## config.mk

```make
export PLATFORM = sky130hd
export DESIGN_NAME = stopwatch_core
export DESIGN_NICKNAME = d
export VERILOG_FILES = /design/src/rtl/stopwatch_pkg.sv /design/src/rtl/stopwatch_core_ms_tick_gen.sv /design/src/rtl/stopwatch_core.sv
export SDC_FILE = /design/constraint.sdc
export NUM_CORES = 1
export LEC_CHECK = 0
export ABC_AREA = 1
export BUFFER_PORTS_ARGS = -buffer_cell sky130_fd_sc_hd__buf_4
export CORE_MARGIN = 4
export CORE_UTILIZATION = 55
export DETAILED_ROUTE_END_ITERATION = 7
export PLACE_DENSITY = 0.88
export SETUP_SLACK_MARGIN = 0.05
export SLEW_MARGIN = 25
export SYNTH_ARGS = -nofsm -noshare
export SYNTH_HDL_FRONTEND = slang
export SYNTH_SLANG_ARGS = --single-unit
```

## constraint.sdc

```tcl
create_clock -name clock -period 5.9 [get_ports clock]
set_input_delay 0 -clock clock [delete_from_list [all_inputs] [get_ports clock]]
set_output_delay 0 -clock clock [all_outputs]
set_load 0.01 [all_outputs]
```

## src/rtl/stopwatch_pkg.sv

```systemverilog
// stopwatch_pkg
// Definitions shared by the stopwatch core and the display stage:
//   - sw_state_t       : core FSM states (IDLE, RUNNING, PAUSED, DONE)
//   - TIME_W           : width of every millisecond value (39 bits)
//   - MAX_MS_DEFAULT   : wrap modulus in ms (one hour)
//   - TICK_DIV_DEFAULT : clock cycles per ms tick on the 100 MHz board clock
//   - clamp_load()     : limits a countdown start value to max_ms-1
package stopwatch_pkg;

   localparam int TIME_W           = 39;
   localparam int MAX_MS_DEFAULT   = 3_600_000;
   localparam int TICK_DIV_DEFAULT = 100_000;

   typedef enum logic [1:0] {
      ST_IDLE    = 2'd0,
      ST_RUNNING = 2'd1,
      ST_PAUSED  = 2'd2,
      ST_DONE    = 2'd3
   } sw_state_t;

   function automatic logic [TIME_W-1:0] clamp_load(input logic [TIME_W-1:0] value,
                                                     input logic [TIME_W-1:0] max_ms);
      return (value >= max_ms) ? (max_ms - TIME_W'(1)) : value;
   endfunction

endpackage

```

## src/rtl/stopwatch_core_ms_tick_gen.sv

```systemverilog
// ms_tick_gen
// Millisecond prescaler. Counts 0..TICK_DIV-1 while en is high and holds
// its phase while en is low, so pausing never loses a partial millisecond.
// Ports:
//   clock : system clock
//   reset : synchronous active-high reset, phase back to 0
//   clr   : synchronous clear, phase back to 0 (wins over en)
//   en    : count enable
//   tick  : one-cycle pulse on the enabled cycle whose phase is TICK_DIV-1
module ms_tick_gen #(
   parameter int TICK_DIV = 4
) (
   input  logic clock,
   input  logic reset,
   input  logic clr,
   input  logic en,
   output logic tick
);

   localparam int CNT_W = (TICK_DIV > 1) ? $clog2(TICK_DIV) : 1;
   localparam logic [CNT_W-1:0] LAST = CNT_W'(TICK_DIV - 1);

   logic [CNT_W-1:0] cnt;

   always_ff @(posedge clock) begin
      if (reset || clr) begin
         cnt <= '0;
      end else if (en) begin
         if (cnt == LAST) cnt <= '0;
         else             cnt <= cnt + CNT_W'(1);
      end
   end

   // Decoded straight from the phase register so the counter update lands
   // on the same edge that wraps the phase.
   assign tick = en && (cnt == LAST);

endmodule

```

## src/rtl/stopwatch_core.sv

```systemverilog
// stopwatch_core
// Stopwatch / countdown timer producing the millisecond value for the
// seven-segment display path.
// Ports:
//   clock      : system clock, all state on rising edge
//   reset      : synchronous active-high reset
//   start_stop : pulse, run/pause toggle (IDLE -> RUNNING starts a run)
//   lap        : pulse, freeze/release the displayed value
//   clear      : pulse, back to IDLE
//   mode       : 0 count up, 1 count down (sampled in IDLE)
//   load_ms    : countdown start value in ms (sampled in IDLE)
//   time_out   : displayed time in ms (lap register or counter)
//   running    : high in RUNNING
//   lap_active : high while the display is frozen
//   done       : high in DONE
//   fsm_state  : current FSM state (sw_state_t encoding), for observation
module stopwatch_core
   import stopwatch_pkg::*;
#(
   parameter int TICK_DIV = TICK_DIV_DEFAULT,
   parameter int MAX_MS   = MAX_MS_DEFAULT
) (
   input  logic        clock,
   input  logic        reset,
   input  logic        start_stop,
   input  logic        lap,
   input  logic        clear,
   input  logic        mode,
   input  logic [38:0] load_ms,
   output logic [38:0] time_out,
   output logic        running,
   output logic        lap_active,
   output logic        done,
   output logic [1:0]  fsm_state
);

   localparam logic [TIME_W-1:0] MAX_LIM = TIME_W'(MAX_MS);
   localparam logic [TIME_W-1:0] MAX_M1  = TIME_W'(MAX_MS - 1);
   localparam logic [TIME_W-1:0] ONE     = TIME_W'(1);

   sw_state_t         state;
   logic [TIME_W-1:0] counter;
   logic [TIME_W-1:0] lap_reg;
   logic              mode_q;
   logic              tick;
   logic              tick_en;
   logic [TIME_W-1:0] reload_val;
   logic [TIME_W-1:0] cnt_next;
   logic              hit_zero;

   assign tick_en    = (state == ST_RUNNING);
   assign reload_val = mode ? clamp_load(load_ms, MAX_LIM) : '0;
   assign fsm_state  = state;

   ms_tick_gen #(
      .TICK_DIV (TICK_DIV)
   ) u_tick (
      .clock (clock),
      .reset (reset),
      .clr   (clear),
      .en    (tick_en),
      .tick  (tick)
   );

   // Counter step used in RUNNING. A down-count already sitting at 0 ends
   // the run without waiting for a tick; otherwise the tick that takes it
   // from 1 to 0 ends it on that same edge.
   always_comb begin
      cnt_next = counter;
      hit_zero = 1'b0;
      if (mode_q) begin
         if (counter == '0) begin
            hit_zero = 1'b1;
         end else if (tick) begin
            cnt_next = counter - ONE;
            hit_zero = (counter == ONE);
         end
      end else if (tick) begin
         cnt_next = (counter >= MAX_M1) ? '0 : counter + ONE;
      end
   end

   always_ff @(posedge clock) begin
      if (reset) begin
         state      <= ST_IDLE;
         counter    <= '0;
         lap_reg    <= '0;
         lap_active <= 1'b0;
         mode_q     <= 1'b0;
         time_out   <= '0;
         running    <= 1'b0;
         done       <= 1'b0;
      end else begin
         // Display register trails the counter/lap register by one cycle.
         time_out <= lap_active ? lap_reg : counter;

         if (clear) begin
            state      <= ST_IDLE;
            counter    <= '0;
            lap_active <= 1'b0;
            running    <= 1'b0;
            done       <= 1'b0;
         end else begin
            // Lap toggle: only meaningful while a run is in progress. The
            // capture uses the pre-edge counter even if a tick lands now.
            if (lap && (state == ST_RUNNING || state == ST_PAUSED)) begin
               if (!lap_active) begin
                  lap_reg    <= counter;
                  lap_active <= 1'b1;
               end else begin
                  lap_active <= 1'b0;
               end
            end

            case (state)
               ST_IDLE: begin
                  counter <= reload_val;
                  if (start_stop) begin
                     state   <= ST_RUNNING;
                     running <= 1'b1;
                     mode_q  <= mode;
                  end
               end
               ST_RUNNING: begin
                  counter <= cnt_next;
                  if (hit_zero) begin
                     // Overrides any lap toggle made on this edge.
                     state      <= ST_DONE;
                     counter    <= '0;
                     lap_active <= 1'b0;
                     running    <= 1'b0;
                     done       <= 1'b1;
                  end else if (start_stop) begin
                     state   <= ST_PAUSED;
                     running <= 1'b0;
                  end
               end
               ST_PAUSED: begin
                  if (start_stop) begin
                     state   <= ST_RUNNING;
                     running <= 1'b1;
                  end
               end
               default: begin
                  // DONE: parked at zero until clear or reset.
                  counter <= '0;
               end
            endcase
         end
      end
   end

endmodule

```

==> results of run 1 <==
-- tightest hold or removal path: stages --
cell and delay [ns]:
buf_4 0.08, o21ai_0 0.09, nand2_1 0.09, nand2_2 0.05, a21oi_2 0.10
-- layout by cell type, fill, tap and decap left out, drive strengths merged, types with 22 or more instances in the layout --
cell type and instances:
nand2 320, nor2 232, dfxtp 140, buf 93, inv 93, o21ai 75, nand3 75, a21oi 63
a211oi 40, xor2 23, nand4 22
-- where the power goes --
group / internal, mW / switching (mW) / total [mW]
clock network: 0.598 / 0.447 / 1.04
logic: 0.136 / 0.260 / 0.396
registers: 0.971 / 0.0269 / 0.998
-- repair_timing --
item / 4_1_cts / 5_1_grt
gates resized for setup: 0 / 0
endpoints found under the hold margin: 18 / 0
hold buffers: 20 / 0
-- metal layers --
metal	GRT usage	vias up	wire length, µm
met5	0	-	0
met4	0.1098	0	602
met3	0.06271	64	1855
met2	0.4412	382	9962
met1	0.3476	3676	9244
li1	-	3990	-
-- layout make-up --
class | instances | area, µm²
clock buffers | 18 | 439.2
clock inverters | 14 | 136.4
fillers | 1188 | 4695
inverters | 90 | 339.1
multi-input cells | 895 | 4345
flip-flops and latches | 140 | 2803
well taps | 180 | 225.2
repair buffers | 113 | 898.4
-- cells in the mapped netlist, drive strengths merged --
| cell type | n | share of area |
|---|---|---|
| ha | 8 | 0.013 |
| o31ai | 1 | 0.00096 |
| and3 | 1 | 0.00096 |
| o21a | 1 | 0.00096 |
| nor3 | 19 | 0.012 |
| xor2 | 23 | 0.026 |
| nor2 | 232 | 0.12 |
| o211a | 1 | 0.0013 |
| nand4 | 22 | 0.018 |
| clkbuf | 31 | 0.015 |
| nor4 | 6 | 0.0048 |
| and2 | 1 | 0.00080 |
| o2111ai | 1 | 0.0011 |
| buf | 27 | 0.024 |
| inv | 88 | 0.042 |
| clkinv | 2 | 0.0011 |
| o21ai | 75 | 0.048 |
| dfxtp | 140 | 0.36 |
| o211ai | 1 | 0.00096 |
| dlygate4sd1 | 2 | 0.0022 |
| o22ai | 1 | 0.00080 |
| nand3 | 75 | 0.049 |
| a21oi | 63 | 0.052 |
| nand2 | 320 | 0.17 |
| or2 | 1 | 0.00080 |
| a211oi | 40 | 0.039 |
| mux2i | 2 | 0.0026 |
| a31oi | 1 | 0.00080 |
-- kinds of logic after synthesis --
logic type | share of synthesized area
AND/OR/NAND/NOR | 0.3695
AO/OA/AOI/OAI | 0.1455
buffers and inverters | 0.08439
flip-flops | 0.3594
XOR/XNOR | 0.02583
adder cells (fa/ha/maj) | 0.01284
multiplexers | 0.002567
-- worst max path at each step --
stage	end	depth (start not counted)
final	counter[21]	12
after detailed placement	counter[21]	14
after global placement	counter[9]	14
after floorplan	counter[35]	15
after global routing	counter[21]	14
after CTS	counter[21]	14
==> results.yml, run 1 <==
routing:
  wire_per_inst_um: 14.94
  num_vias: 8112
  finalWirelength_um: 21660
  initialDrtViolationCount: 736
  post_drt_via_cell_ratio: 5.594
  number_of_search_and_repair_iterations_in_the_first_detailed_routing_pass: 8
  drtAntennaViolNets: 0
  post-route-drc-count: 1
clock_tree:
  cts_inserted_buffers: 17
  cts.sink_count: 140
  clkSlewWorstSetupHoldPaths_ns: 0.07
  ctsRootBufferMaster: "clkbuf_16"
  tritoncts: "yes"
  cts_setup_buffers: 0
  cts.htree.levels: 4
  clock_latency_ns: 0.44
  cts.path.max_buffers: 2
sta:
  max-slew-margin-rel: 0.3876
  setup_repair_after_global_routing_missed_its_margin: "no"
  tightestPinTransition_ns: 0.9166
  fin_hold_ws_ns: 0.002962
  hold_viol: 0
  worst_clock_skew_ns: 0.01570
  finalWorstPathRequiredPeriod_ns: 3.013
  slew_violations: 0
  timing.final.ws_setup_ns: 2.887
  fin_crit_sh: 0.5107
  setup-tns-final_ns: 0
  final-setup-viol-count: 0
  max_freq_mhz: 331.9
grt:
  grt_pass1_wl_um: 36000
  grt_max_degree: 81
  track_usage: 0.2708
  first_global_vias: 7674
  globalRouteOverflowTotal: 0
  number_of_antenna_violations_at_the_first_check_in_global_routing: 0
worst_setup_path:
  worstPathMaxFanout: 41
  reg2reg_from: "fsm_state[1]"
  worst_ep_arrival_time_ns: 3.38
  cp_top_family: "simple AND/OR/NAND/NOR gates"
  timing.critical_path.from_type: "flip-flop"
  r2r_end: "counter[21]"
  timing.critical_path.required_ns: 6.27
  worst_path_largest_cell_delay_ns: 0.81
  series_of_cell_instances_along_the_critical_path: "inv_1 > ha_1 > nand2_1 > nor2_1 > nand2_1 > nand2_4 > nand2_4 > nand2_2 > nand2_4 > a21oi_4 > nand2_1 > a21oi_2"
  crit_path_start: "fsm_state[1]"
  critical_path.endpoint_type: "flip-flop"
  reg2reg_setup_slack_ns: 2.89
  buffers_inverters_on_critical_path: 1
  r2r.worst_path.cells: 12
  timing_worst_setup_path_type: "reg -> reg"
  critPathSlowestCell: "a21oi_4"
worst_hold_path:
  worstHoldEndpoint: "counter[11]"
  timing.hold.worst_path_depth: 5
  hp-class: "in -> reg"
  hp-start: "load_ms[11]"
yosys:
  synth.ff_latch_count: 140
  ys_seq_area_frac: 0.3594
  syn_area_um2: 7799
  synth.distinct_cells: 42
  syn-num-nets: 1238
  postSynthCellCount: 1185
  ys.warnings.count: 0
  postSynthAreaPerCell_um2: 6.581
die:
  initial_utilization: 0.5618
  num_rows: 43
  die_area_um2: 16150
  num_io_pins: 89
  core_area_um2: 13880
  die_width_um: 127.1
  chipHeight_um: 127.1
pwr:
  cellLeakagePower_nw: 4.094
  power.density_cell_area_nw_per_um2: 265.4
  vdd.ir_drop.worst_uv: 196.2
  power_mw: 2.438
placed_design:
  preCtsSetupSlack_ns: 2.977
  gpl.final_weighted_congestion: 0.9792
  numPlacedInstances: 1398
  place.port_buffers: 88
  place_area_um2: 8411
  place_hpwl_um: 14860
layout:
  final-instance-count-excl-fill: 1450
  postLayoutCoreUtil: 0.6618
  antenna-diode-count: 0
  syn_to_layout_area_delta_pct: 17.79
  post_route_cells_drive_above_1_share: 0.1528
  layout.cell_area.non_filler_um2: 9186
  fin_nets: 1310
run_status:
  violations: "DRC"
  outcome: "complete, but fails checks"
job:
  cap_viol_max_count: 0
No activity file was read; power rests on OpenSTA's default activity.
==> run 2: changes to the inputs <==
--- a/config.mk
+++ b/config.mk
@@ -8,7 +8,7 @@
 export ABC_AREA = 1
 export BUFFER_PORTS_ARGS = -buffer_cell sky130_fd_sc_hd__buf_4
 export CORE_MARGIN = 4
-export CORE_UTILIZATION = 55
+export CORE_UTILIZATION = 53
 export DETAILED_ROUTE_END_ITERATION = 7
 export PLACE_DENSITY = 0.88
 export SETUP_SLACK_MARGIN = 0.05
==> constraint.sdc (replaced) <==
create_clock -name clock -period 2.45 [get_ports clock]
set_input_delay 0 -clock clock [delete_from_list [all_inputs] [get_ports clock]]
set_output_delay 0 -clock clock [all_outputs]
set_load 0.01 [all_outputs]
==> results.yml, run 2 (synthesized netlist as in run 1, its figures left out) <==
layout:
  final-instance-count-excl-fill: 1467
  layout_common_cells: "nand2_1, nor2_1, dfxtp_1"
  fin_nets: 1323
  layout.cells.most_common: "nand2_1"
  syn_to_layout_area_delta_pct: 20.62
  post_route_cells_drive_above_1_share: 0.1684
  antenna-diode-count: 0
placed_design:
  gpl.final_weighted_congestion: 0.9624
  place.port_buffers: 88
  numPlacedInstances: 1420
  preCtsSetupSlack_ns: 0.2044
  place_hpwl_um: 14880
clock_tree:
  tritoncts: "yes"
  cts.htree.levels: 4
  cts.sink_count: 140
  clock_latency_ns: 0.42
  cts_inserted_buffers: 17
  cts_setup_buffers: 0
  cts.path.max_buffers: 2
  clkSlewWorstSetupHoldPaths_ns: 0.06
  ctsRootBufferMaster: "clkbuf_16"
grt:
  number_of_antenna_violations_at_the_first_check_in_global_routing: 0
  grt_pass1_wl_um: 35160
  first_global_vias: 7473
  globalRouteOverflowTotal: 0
  grt_max_degree: 80
  track_usage: 0.2589
routing:
  finalWirelength_um: 21520
  post_drt_via_cell_ratio: 5.551
  num_vias: 8144
  initialDrtViolationCount: 792
  post-route-drc-count: 0
  wire_per_inst_um: 14.67
  number_of_search_and_repair_iterations_in_the_first_detailed_routing_pass: 6
  drtAntennaViolNets: 0
run_status:
  outcome: "complete, no violations"
sta:
  tightestPinTransition_ns: 0.7741
  slew_violations: 0
  max-slew-margin-rel: 0.4840
  setup-tns-final_ns: 0
  setup_repair_after_global_routing_missed_its_margin: "yes"
  worst_clock_skew_ns: 0.007957
  final-setup-viol-count: 0
  finalWorstPathRequiredPeriod_ns: 2.334
  hold_viol: 0
  max_freq_mhz: 428.5
  fin_crit_sh: 0.9525
  timing.final.ws_setup_ns: 0.1164
pwr:
  vdd.ir_drop.worst_uv: 486.9
  cellLeakagePower_nw: 4.226
  power.density_cell_area_nw_per_um2: 664.5
worst_hold_path:
  hp-class: "in -> reg"
job:
  cap_viol_max_count: 0
die:
  initial_utilization: 0.5386
  num_rows: 44
  die_area_um2: 16720
  core_area_um2: 14480
  die_width_um: 129.3
  chipHeight_um: 129.3
  num_io_pins: 89
worst_setup_path:
  worstPathMaxFanout: 4
  critical_path.endpoint_type: "flip-flop"
  worst_ep_arrival_time_ns: 2.64
  timing_worst_setup_path_type: "reg -> reg"
  timing.critical_path.required_ns: 2.75
  timing.critical_path.from_type: "flip-flop"
run 2: cell count changes in the layout (fill, tap and decap cells not counted), sizes merged:
cell	before	now
buf	93	111
bufinv	1	5
clkbuf	18	19
clkinv	5	7
clkinvlp	5	1
dlygate4sd3	20	15
inv	93	90
run 2: worst paths after layout:
kind	cells past startpoint	slack (ns)	from	to
hold / removal	5	0.01	load_ms[18]	counter[18]
setup / recovery	7	0.12	fsm_state[0]	mode_q
hold reg to reg	2	0.46	u_tick.cnt[10]	u_tick.cnt[10]
setup reg to reg	7	0.12	fsm_state[0]	mode_q
run 2: timing repair:
action	in CTS	in global routing
endpoints found under the setup margin	0	19
endpoints found under the hold margin	12	0
gates resized for setup	0	5
hold buffers	15	0
run 2: power by group:
part / leakage (nW) / switching [mW] / internal (mW) / total [mW]
clock network: 0.324 / 0.993 / 1.87 / 2.86
registers: 1.13 / 0.0554 / 2.34 / 2.39
logic: 2.77 / 0.643 / 0.355 / 0.998
run 2: cell type report:
| type | count | area (µm²) |
|---|---|---|
| clock inverters | 13 | 211.5 |
| fillers | 1200 | 5072 |
| clock buffers | 19 | 452.9 |
| multi-input cells | 895 | 4360 |
| inverters | 90 | 339.1 |
| flip-flops and latches | 140 | 2804 |
| well taps | 184 | 230.2 |
| repair buffers | 126 | 1008 |
run 2: metrics by stage:
step | util | power (mW) | area (µm²) | hold slack (ns)
after detailed placement | 0.5923 | 3.378 | 8576 | 0.3232
after CTS | 0.6485 | 6.247 | 9390 | 0.002283
after global placement | 0.5923 | 3.362 | 8576 | 0.2995
after global routing | 0.6497 | 6.488 | 9407 | 0.01580
after floorplan | - | 3.104 | 7799 | 0.1751
final | 0.6497 | 6.251 | 9407 | 0.01049
run 2: layer usage:
metal / routed length [µm] / vias to the layer above / global-route usage / part of all wire
li1: - / 4008 / - / -
met5: 0 / - / 0 / 0
met3: 1894 / 63 / 0.05565 / 0.088
met2: 9984 / 405 / 0.4241 / 0.46
met1: 9074 / 3668 / 0.3356 / 0.42
met4: 571 / 0 / 0.09821 / 0.027
run 2: critical path, cell delays in order, from the launching register on:
cell	delay (ns)
dfxtp_1	0.34
inv_1	0.12
ha_2	0.23
inv_1	0.09
nor4_1	0.21
dlygate4sd3_1	0.59
nor3_1	0.05
dlygate4sd3_1	0.59
==> run 3: changes to the inputs <==
--- a/config.mk
+++ b/config.mk
@@ -10,7 +10,7 @@
 export CORE_MARGIN = 4
 export CORE_UTILIZATION = 53
 export DETAILED_ROUTE_END_ITERATION = 7
-export PLACE_DENSITY = 0.88
+export PLACE_DENSITY_LB_ADDON = 0.3
 export SETUP_SLACK_MARGIN = 0.05
 export SLEW_MARGIN = 25
 export SYNTH_ARGS = -nofsm -noshare
==> constraint.sdc (replaced) <==
create_clock -name clock -period 2.1 [get_ports clock]
set_input_delay 0 -clock clock [delete_from_list [all_inputs] [get_ports clock]]
set_output_delay 0 -clock clock [all_outputs]
set_load 0.01 [all_outputs]
==> results.yml, run 3 (synthesized netlist as in run 1, its figures left out) <==
placed_design:
  place.port_buffers: 88
  place_area_um2: 8871
  place_hpwl_um: 15820
  numPlacedInstances: 1456
  gpl.final_weighted_congestion: 0.9628
  preCtsSetupSlack_ns: -0.01559
worst_setup_path:
  series_of_cell_instances_along_the_critical_path: "buf_4 > nand2_1 > nor2_1 > nand2_4 > buf_4 > o21ai_0 > nand3_1 > o21ai_0 > nor2_1 > nand2_1 > nand2_1 > nand2_4 > a21oi_2"
  timing.critical_path.required_ns: 2.39
  reg2reg_from: "counter[6]"
  timing.critical_path.from_type: "flip-flop"
  crit_path_start: "counter[6]"
  timing_worst_setup_path_type: "reg -> reg"
  crit_path_frequent_cell: "nand2_1"
  critPathSlowestCell: "dfxtp_2"
  critical_path.endpoint_type: "flip-flop"
  worst_ep_arrival_time_ns: 2.29
  worst_path_largest_cell_delay_ns: 0.38
  worstPathMaxFanout: 8
grt:
  track_usage: 0.2650
  first_global_vias: 7298
  grt_max_degree: 80
  number_of_antenna_violations_at_the_first_check_in_global_routing: 0
  globalRouteOverflowTotal: 0
  grt_pass1_wl_um: 35600
job:
  cap_viol_max_count: 0
routing:
  finalWirelength_um: 22830
  post-route-drc-count: 0
  wire_per_inst_um: 15.04
  post_drt_via_cell_ratio: 5.367
  num_vias: 8147
  drtAntennaViolNets: 0
  number_of_search_and_repair_iterations_in_the_first_detailed_routing_pass: 8
  initialDrtViolationCount: 720
die:
  initial_utilization: 0.5386
  chipHeight_um: 129.3
  die_area_um2: 16720
  num_rows: 44
  num_io_pins: 89
  core_area_um2: 14480
  die_width_um: 129.3
layout:
  layout_common_cells: "nand2_1, nor2_1, buf_4"
  post_route_cells_drive_above_1_share: 0.2406
  layout.cells.most_common: "nand2_1"
  antenna-diode-count: 0
  layout.cell_area.non_filler_um2: 9990
  fin_nets: 1374
  syn_to_layout_area_delta_pct: 28.09
  final-instance-count-excl-fill: 1518
sta:
  slew_violations: 0
  setup_repair_after_global_routing_missed_its_margin: "yes"
  fin_hold_ws_ns: 0.02007
  hold_viol: 0
  worst_clock_skew_ns: 0.006872
  max-slew-margin-rel: 0.4774
  setup-tns-final_ns: 0
  tightestPinTransition_ns: 0.7839
  final-setup-viol-count: 0
  timing.final.ws_setup_ns: 0.09977
  finalWorstPathRequiredPeriod_ns: 2.000
  fin_crit_sh: 0.9525
  max_freq_mhz: 499.9
clock_tree:
  cts_inserted_buffers: 17
  cts.path.max_buffers: 2
  cts.sink_count: 140
  ctsRootBufferMaster: "clkbuf_16"
  tritoncts: "yes"
  clkSlewWorstSetupHoldPaths_ns: 0.06
  cts.htree.levels: 4
  clock_latency_ns: 0.43
worst_hold_path:
  hp-start: "load_ms[15]"
  hp-class: "in -> reg"
pwr:
  power.density_cell_area_nw_per_um2: 707.4
  cellLeakagePower_nw: 4.501
  vdd.ir_drop.worst_uv: 531.9
run_status:
  outcome: "complete, no violations"
run 3: worst max-delay path: cells and delay by family (launching register included):
kind / cells / cell delay, ns
AND/OR/NAND/NOR: 8 / 0.81
flip-flops: 1 / 0.38
AO/OA/AOI/OAI: 3 / 0.34
buffers and inverters: 2 / 0.33
run 3: final timing paths:
path                         end  slack [ns]  cells after the start
setup / recovery     counter[11]         0.1                     13
setup reg to reg     counter[11]         0.1                     13
hold / removal       counter[15]        0.02                      5
hold reg to reg   u_tick.cnt[10]        0.46                      2
run 3: layer usage:
metal,global-route usage,wire (µm),up-vias,share of wire
met2,0.4159,10330,323,0.45
li1,-,-,4122,-
met4,0.08894,401,0,0.018
met3,0.05771,2028,35,0.089
met5,0,0,-,0
met1,0.3631,10080,3667,0.44
run 3: report_power, final:
| part | leakage [nW] | internal (mW) | switching [mW] | total (mW) |
|---|---|---|---|---|
| registers | 1.14 | 2.73 | 0.0637 | 2.79 |
| clock network | 0.269 | 1.70 | 1.19 | 2.89 |
| logic | 3.09 | 0.553 | 0.831 | 1.38 |
run 3: layout make-up:
class                           instances  area (µm²)
Multi-Input combinational cell        895        4531
Clock inverter                         12       113.9
Sequential cell                       140        2825
Timing Repair inverter                  1       5.005
Inverter                               90       344.1
Fill cell                            1259        4489
Clock buffer                           20       456.7
Tap cell                              184       230.2
Timing Repair Buffer                  176        1484
run 3: repair_timing:
item / CTS / global route
pin swaps: 0 / 12
hold endpoints to repair: 17 / 2
cloned: 0 / 4
gates resized for setup: 2 / 81
hold buffers: 19 / 1
setup buffers: 0 / 6
endpoints found under the setup margin: 23 / 44
run 3: through the flow:
stage            util  total power, mW
2_1_floorplan       -            3.622
3_3_place_gp   0.6127            4.018
3_5_place_dp   0.6127            4.043
4_1_cts        0.6655            6.956
5_1_grt        0.6899            7.334
6_report       0.6899            7.066
